File: config.mk
export PLATFORM = sky130hd
export DESIGN_NAME = mmu_replica_monitor
export DESIGN_NICKNAME = d
export VERILOG_FILES = /design/src/rtl/mmu_monitor_pkg.sv /design/src/rtl/sat_counter.sv /design/src/rtl/mmu_replica_monitor.sv
export SDC_FILE = /design/constraint.sdc
export NUM_CORES = 1
export LEC_CHECK = 0
export BUFFER_PORTS_ARGS = -buffer_cell sky130_fd_sc_hd__buf_2
export CAP_MARGIN = 30
export CORE_ASPECT_RATIO = 0.8
export CORE_MARGIN = 4
export CORE_UTILIZATION = 55
export CTS_CLUSTER_SIZE = 24
export DETAILED_ROUTE_END_ITERATION = 10
export PLACE_DENSITY = 0.88
export SKIP_CTS_REPAIR_TIMING = 1
export SLEW_MARGIN = 40
export SYNTH_ARGS = -nofsm -noshare
export SYNTH_HDL_FRONTEND = slang
export SYNTH_HIERARCHICAL = 1
export SYNTH_SLANG_ARGS = --single-unit
File: constraint.sdc
create_clock -name clk_i -period 2.26 [get_ports clk_i]
set_input_delay 0.113 -clock clk_i [delete_from_list [all_inputs] [get_ports clk_i]]
set_output_delay 0.113 -clock clk_i [all_outputs]
set_load 0.02 [all_outputs]
File: src/rtl/mmu_monitor_pkg.sv
// Shared state encodings, parameter defaults and sizing helper for the replica-path timing monitor.
package mmu_monitor_pkg;

    localparam logic [1:0] ST_IDLE    = 2'd0;
    localparam logic [1:0] ST_WARMUP  = 2'd1;
    localparam logic [1:0] ST_MONITOR = 2'd2;
    localparam logic [1:0] ST_ALERT   = 2'd3;

    localparam int unsigned DEF_WARMUP_CYCLES = 4;
    localparam int unsigned DEF_ERR_THRESH    = 3;
    localparam int unsigned DEF_CNT_W         = 16;

    // Number of bits needed to hold values 0..maxval (at least 1).
    function automatic int unsigned cnt_width(input int unsigned maxval);
        int unsigned w;
        w = 1;
        while ((maxval >> w) != 0) w++;
        return w;
    endfunction

endpackage

File: src/rtl/sat_counter.sv
// Up-counter that sticks at MAX; clear has priority over increment.
module sat_counter #(
    parameter int unsigned      WIDTH = 8,
    parameter logic [WIDTH-1:0] MAX   = '1
) (
    input  logic             clk_i,
    input  logic             rst_i,
    input  logic             clr_i,
    input  logic             inc_i,
    output logic [WIDTH-1:0] count_o
);

    always_ff @(posedge clk_i or posedge rst_i) begin
        if (rst_i) begin
            count_o <= '0;
        end else if (clr_i) begin
            count_o <= '0;
        end else if (inc_i && (count_o != MAX)) begin
            count_o <= count_o + 1'b1;
        end
    end

endmodule

File: src/rtl/mmu_replica_monitor.sv
// Launches a toggle into a replica delay chain and flags samples that return a cycle late;
// raises a sticky alert after ERR_THRESH consecutive late samples.
module mmu_replica_monitor
    import mmu_monitor_pkg::*;
#(
    parameter int unsigned WARMUP_CYCLES = DEF_WARMUP_CYCLES,
    parameter int unsigned ERR_THRESH    = DEF_ERR_THRESH,
    parameter int unsigned CNT_W         = DEF_CNT_W
) (
    input  logic             clk_i,
    input  logic             rst_i,
    input  logic             enable_i,
    input  logic             clear_i,
    output logic             launch_o,
    input  logic             replica_i,
    output logic             slow_o,
    output logic             alert_o,
    input  logic             alert_ack_i,
    output logic [CNT_W-1:0] err_count_o,
    output logic [1:0]       state_o
);

    localparam int unsigned           TH       = (ERR_THRESH < 1) ? 1 : ERR_THRESH;
    localparam int unsigned           CONS_W   = cnt_width(TH);
    localparam int unsigned           WU_W     = cnt_width(WARMUP_CYCLES);
    localparam logic [CONS_W-1:0]     CONS_MAX = CONS_W'(TH);
    localparam logic [CONS_W-1:0]     CONS_PRE = CONS_W'(TH - 1);

    logic [1:0]        state_q, state_d;
    logic [WU_W-1:0]   wu_q;
    logic [CONS_W-1:0] cons_cnt;
    logic              launch_q, cap_q, exp_q, chk_q, late_q;
    logic              mism, clean, ack;

    // Compare result for the sample held in cap_q/exp_q, evaluated on this edge.
    assign mism  = chk_q & (cap_q ^ exp_q);
    assign clean = chk_q & ~(cap_q ^ exp_q);
    assign ack   = alert_ack_i && (state_q == ST_ALERT);

    always_comb begin
        state_d = state_q;
        if (!enable_i) begin
            state_d = ST_IDLE;
        end else begin
            case (state_q)
                ST_IDLE:    state_d = ST_WARMUP;
                ST_WARMUP:  if (wu_q == '0) state_d = ST_MONITOR;
                ST_MONITOR: if (mism && (cons_cnt >= CONS_PRE)) state_d = ST_ALERT;
                ST_ALERT:   if (alert_ack_i) state_d = ST_MONITOR;
                default:    state_d = ST_IDLE;
            endcase
        end
    end

    always_ff @(posedge clk_i or posedge rst_i) begin
        if (rst_i) begin
            state_q <= ST_IDLE;
            wu_q    <= '0;
        end else begin
            state_q <= state_d;
            if (!enable_i) begin
                wu_q <= '0;
            end else if (state_q == ST_IDLE) begin
                wu_q <= WU_W'(WARMUP_CYCLES);
            end else if ((state_q == ST_WARMUP) && (wu_q != '0)) begin
                wu_q <= wu_q - 1'b1;
            end
        end
    end

    // Single capture flop on replica_i is intentional: a metastable late sample is still late.
    always_ff @(posedge clk_i or posedge rst_i) begin
        if (rst_i) begin
            launch_q <= 1'b0;
            cap_q    <= 1'b0;
            exp_q    <= 1'b0;
            chk_q    <= 1'b0;
            late_q   <= 1'b0;
        end else begin
            if (state_q != ST_IDLE) launch_q <= ~launch_q;
            cap_q  <= replica_i;
            exp_q  <= launch_q;
            chk_q  <= enable_i && ((state_q == ST_MONITOR) || (state_q == ST_ALERT));
            late_q <= enable_i && mism;
        end
    end

    sat_counter #(
        .WIDTH (CONS_W),
        .MAX   (CONS_MAX)
    ) u_cons_cnt (
        .clk_i   (clk_i),
        .rst_i   (rst_i),
        .clr_i   (~enable_i | clean | ack),
        .inc_i   (mism),
        .count_o (cons_cnt)
    );

    sat_counter #(
        .WIDTH (CNT_W)
    ) u_err_cnt (
        .clk_i   (clk_i),
        .rst_i   (rst_i),
        .clr_i   (clear_i),
        .inc_i   (late_q),
        .count_o (err_count_o)
    );

    assign launch_o = launch_q;
    assign slow_o   = late_q;
    assign alert_o  = (state_q == ST_ALERT);
    assign state_o  = state_q;

endmodule
==> results.cfg <==
[yosys]
synth_warnings = 6
synth-seq-cells = 28
synthCells = 160
ys_seq_area_share_pct = 45.2
synth_top_area_share_pct = 45.2
syn_nets = 170
synthDistinctLibCells = 41
avgSynthCellArea_um2 = 9.68
syn-cell-area_um2 = 1550
synth_top_area_cell = dfrtp_1
ys_top_cells_by_area = dfrtp_1 (45%), a21oi_1 (5.2%), ha_1 (3.2%)

[final_layout]
antennaDiodeCount = 0
multi_input_area_um2 = 759
syn2layout_area_growth_pct = 11.0
fillers = 221
seqCellArea_um2 = 701
drive_above_1_share_pct = 21.1
fin_nets = 197

[clocking]
clock-sinks = 28
htreeDepth = 1
clk_pin_slew_ns = 0.14
clock-root-buffer = clkbuf_4
worstSkewPairLatency_ns = 0.33
clock_path_buffers = 2
cts_tree = yes
cts_inserted_buffers = 3

[drt]
first_pass_iters = 4
vias = 1322
vias_per_cell = 5.98
drt_iter0_drc = 115
drc = 0
wire_per_inst_um = 15.6
ant_nets = 0
wl_mm = 3.44

[min_path]
min_from = enable_i
min_path_cells = 3
hp-class = input pin to register
min_to = state_o[0]

[place]
port_buffers = 26
dp_slack_ns = 0.297
dp_hpwl_mm = 2.56
place.gp.congestion = 0.819

[global_routing]
grt_use_total_pct = 20.4
grt_pass1_wl_mm = 5.95
grt_max_degree = 20
first_global_vias = 1287
grt_overflow_total = 0
grt_antenna_before_repair = 0

[timing]
worst_hold_slack_ns = 0.0634
relSlewSlack_pct = 54.9
finalSetupTns_ns = 0
report.final.slew_viol_count = 0
fin_skew_ns = 0.00197
fin_crit_sh_pct = 89.0
rsz0062_at_grt = no
timing.final.ws_setup_ns = 0.249
worst_pin_slew_ns = 0.670
finalCriticalPeriod_ns = 2.01
max_freq_mhz = 497
hold_violations = 0
finalSetupViolCount = 0

[die]
fp.dieH_um = 55.5
die_w_um = 67.3
rows = 16
io_pins = 27
start_util_pct = 60.4
die_area_um2 = 3730
core-area_um2 = 2560

[flow_run]
maxCapViolations = 0

[critical_path]
crit_cells = 4
worstSetupPathType = register to register
start_kind = register
worstPathCellList = nand4_1 > nor4_1 > nor2b_1 > mux2_2
path_buf_inv = 0
crit_path_max_incr_delay_ns = 0.67
regToRegStartpoint = u_err_cnt/count_o[11]
arrival_ns = 2.25
rr_worst_depth = 4
slowest_stage = nor4_1
required_ns = 2.50
worstSetupEndpointType = register
cp_top_family = simple AND/OR/NAND/NOR gates
rr_endpoint = u_err_cnt/count_o[0]
r2r_setup_slack_ns = 0.25
crit_path_max_fanout = 7

[power]
ir_worst_vdd_mv = 0.435
power_density_nw_per_um2 = 612
p_leak_nw = 0.764

[outcome]
status = finished clean
[placed cells by master (no fill, tap or decap), drive strengths merged, types with 4 or more instances in the layout]
cell type,Yosys,routed
nor3,6,6
or3,7,7
inv,11,11
nand2,7,7
ha,4,4
or4,8,8
nor2b,5,5
o31ai,5,5
a21oi,16,16
o21ai,10,10
nand4,5,5
nor2,7,7
buf,3,26
nand3,10,10
dfrtp,28,28
[cells by family after synthesis]
kind of cell | synth area share, %
AOI/OAI and AO/OA | 14.3
muxes | 3.72
DFF | 45.2
buffers and inverters | 5.73
and+or+nand+nor | 26.7
adders and majority gates | 3.23
xor gates and xnor gates | 1.13
[sequential cells by signal, indices dropped and copies added, names as in the netlist]
name	flops
chk_q	1
exp_q	1
u_err_cnt/count_o	16
wu_q	3
cap_q	1
u_cons_cnt/count_o	2
state_o	2
launch_o	1
slow_o	1
[layout make-up]
cell class | count | share of cell area [%]
clock buffers | 3 | 1.31
inverters | 11 | 2.40
flip-flops and latches | 28 | 40.8
well taps | 36 | 2.62
repair buffers | 28 | 8.73
multi-input cells | 115 | 44.2
[synth_stat cells]
master / number
or4_4: 1
clkbuf_1: 1
or3_2: 1
buf_4: 1
a22o_1: 1
nand4_1: 4
a31oi_1: 2
a221oi_2: 1
buf_6: 2
dlygate4sd1_1: 1
or4_2: 1
mux2_2: 2
or3_1: 6
and3_1: 1
o41ai_1: 2
clkbuf_2: 1
o21ai_0: 7
nor2b_1: 4
nor3_1: 6
nor2_2: 1
inv_1: 11
nand4bb_1: 1
o21ai_1: 3
nor4_1: 3
and2_1: 3
xor2_1: 1
nand4_4: 1
nand3_1: 10
nand2_1: 7
o31ai_1: 5
or4_1: 6
xnor2_1: 1
nand2b_1: 3
mux2i_1: 2
and4_1: 1
a21oi_1: 16
mux2_4: 1
ha_1: 4
nor2b_4: 1
dfrtp_1: 28
nor2_1: 6
[worst max-delay path by stage]
stage | from | to | slack [ns]
floorplan | u_err_cnt/count_o[0] | u_err_cnt/count_o[0] | 0.35
global placement | slow_o | u_err_cnt/count_o[13] | 0.44
detailed placement | u_err_cnt/count_o[11] | u_err_cnt/count_o[0] | 0.30
CTS | u_err_cnt/count_o[11] | u_err_cnt/count_o[0] | 0.28
global route | u_err_cnt/count_o[1] | u_err_cnt/count_o[0] | 0.12
finish | u_err_cnt/count_o[11] | u_err_cnt/count_o[0] | 0.25
[per-stage QoR]
step,util [%],cell area (um^2),power [W],instances
finish,67.1,1720,0.00105,221
global route,67.1,1720,0.00112,221
CTS,66.3,1700,0.00106,219
detailed placement,65.4,1680,0.000854,216
global placement,65.4,1680,0.000833,216
floorplan,-,1550,0.000808,160
[worst min-delay path: cells and delay by family]
| family | cells | cell delay, ns |
|---|---|---|
| compound gates | 2 | 0.12 |
| buf+inv | 1 | 0.14 |
[where the power goes]
group,internal [W],switching (W)
registers,0.000545,0.0000495
clock network,0.0000628,0.000145
logic,0.000104,0.000146
total,0.000712,0.000340
[metal layers]
metal  vias to the layer above  track usage [%]  part of all wire (%)
met5                         -                0                     0
li1                        646                -                     -
met1                       622             28.1                    43
met4                         0             6.07                   1.8
met2                        46             30.3                    48
met3                         8             6.90                   6.9
No activity file was read; power rests on OpenSTA's default activity.
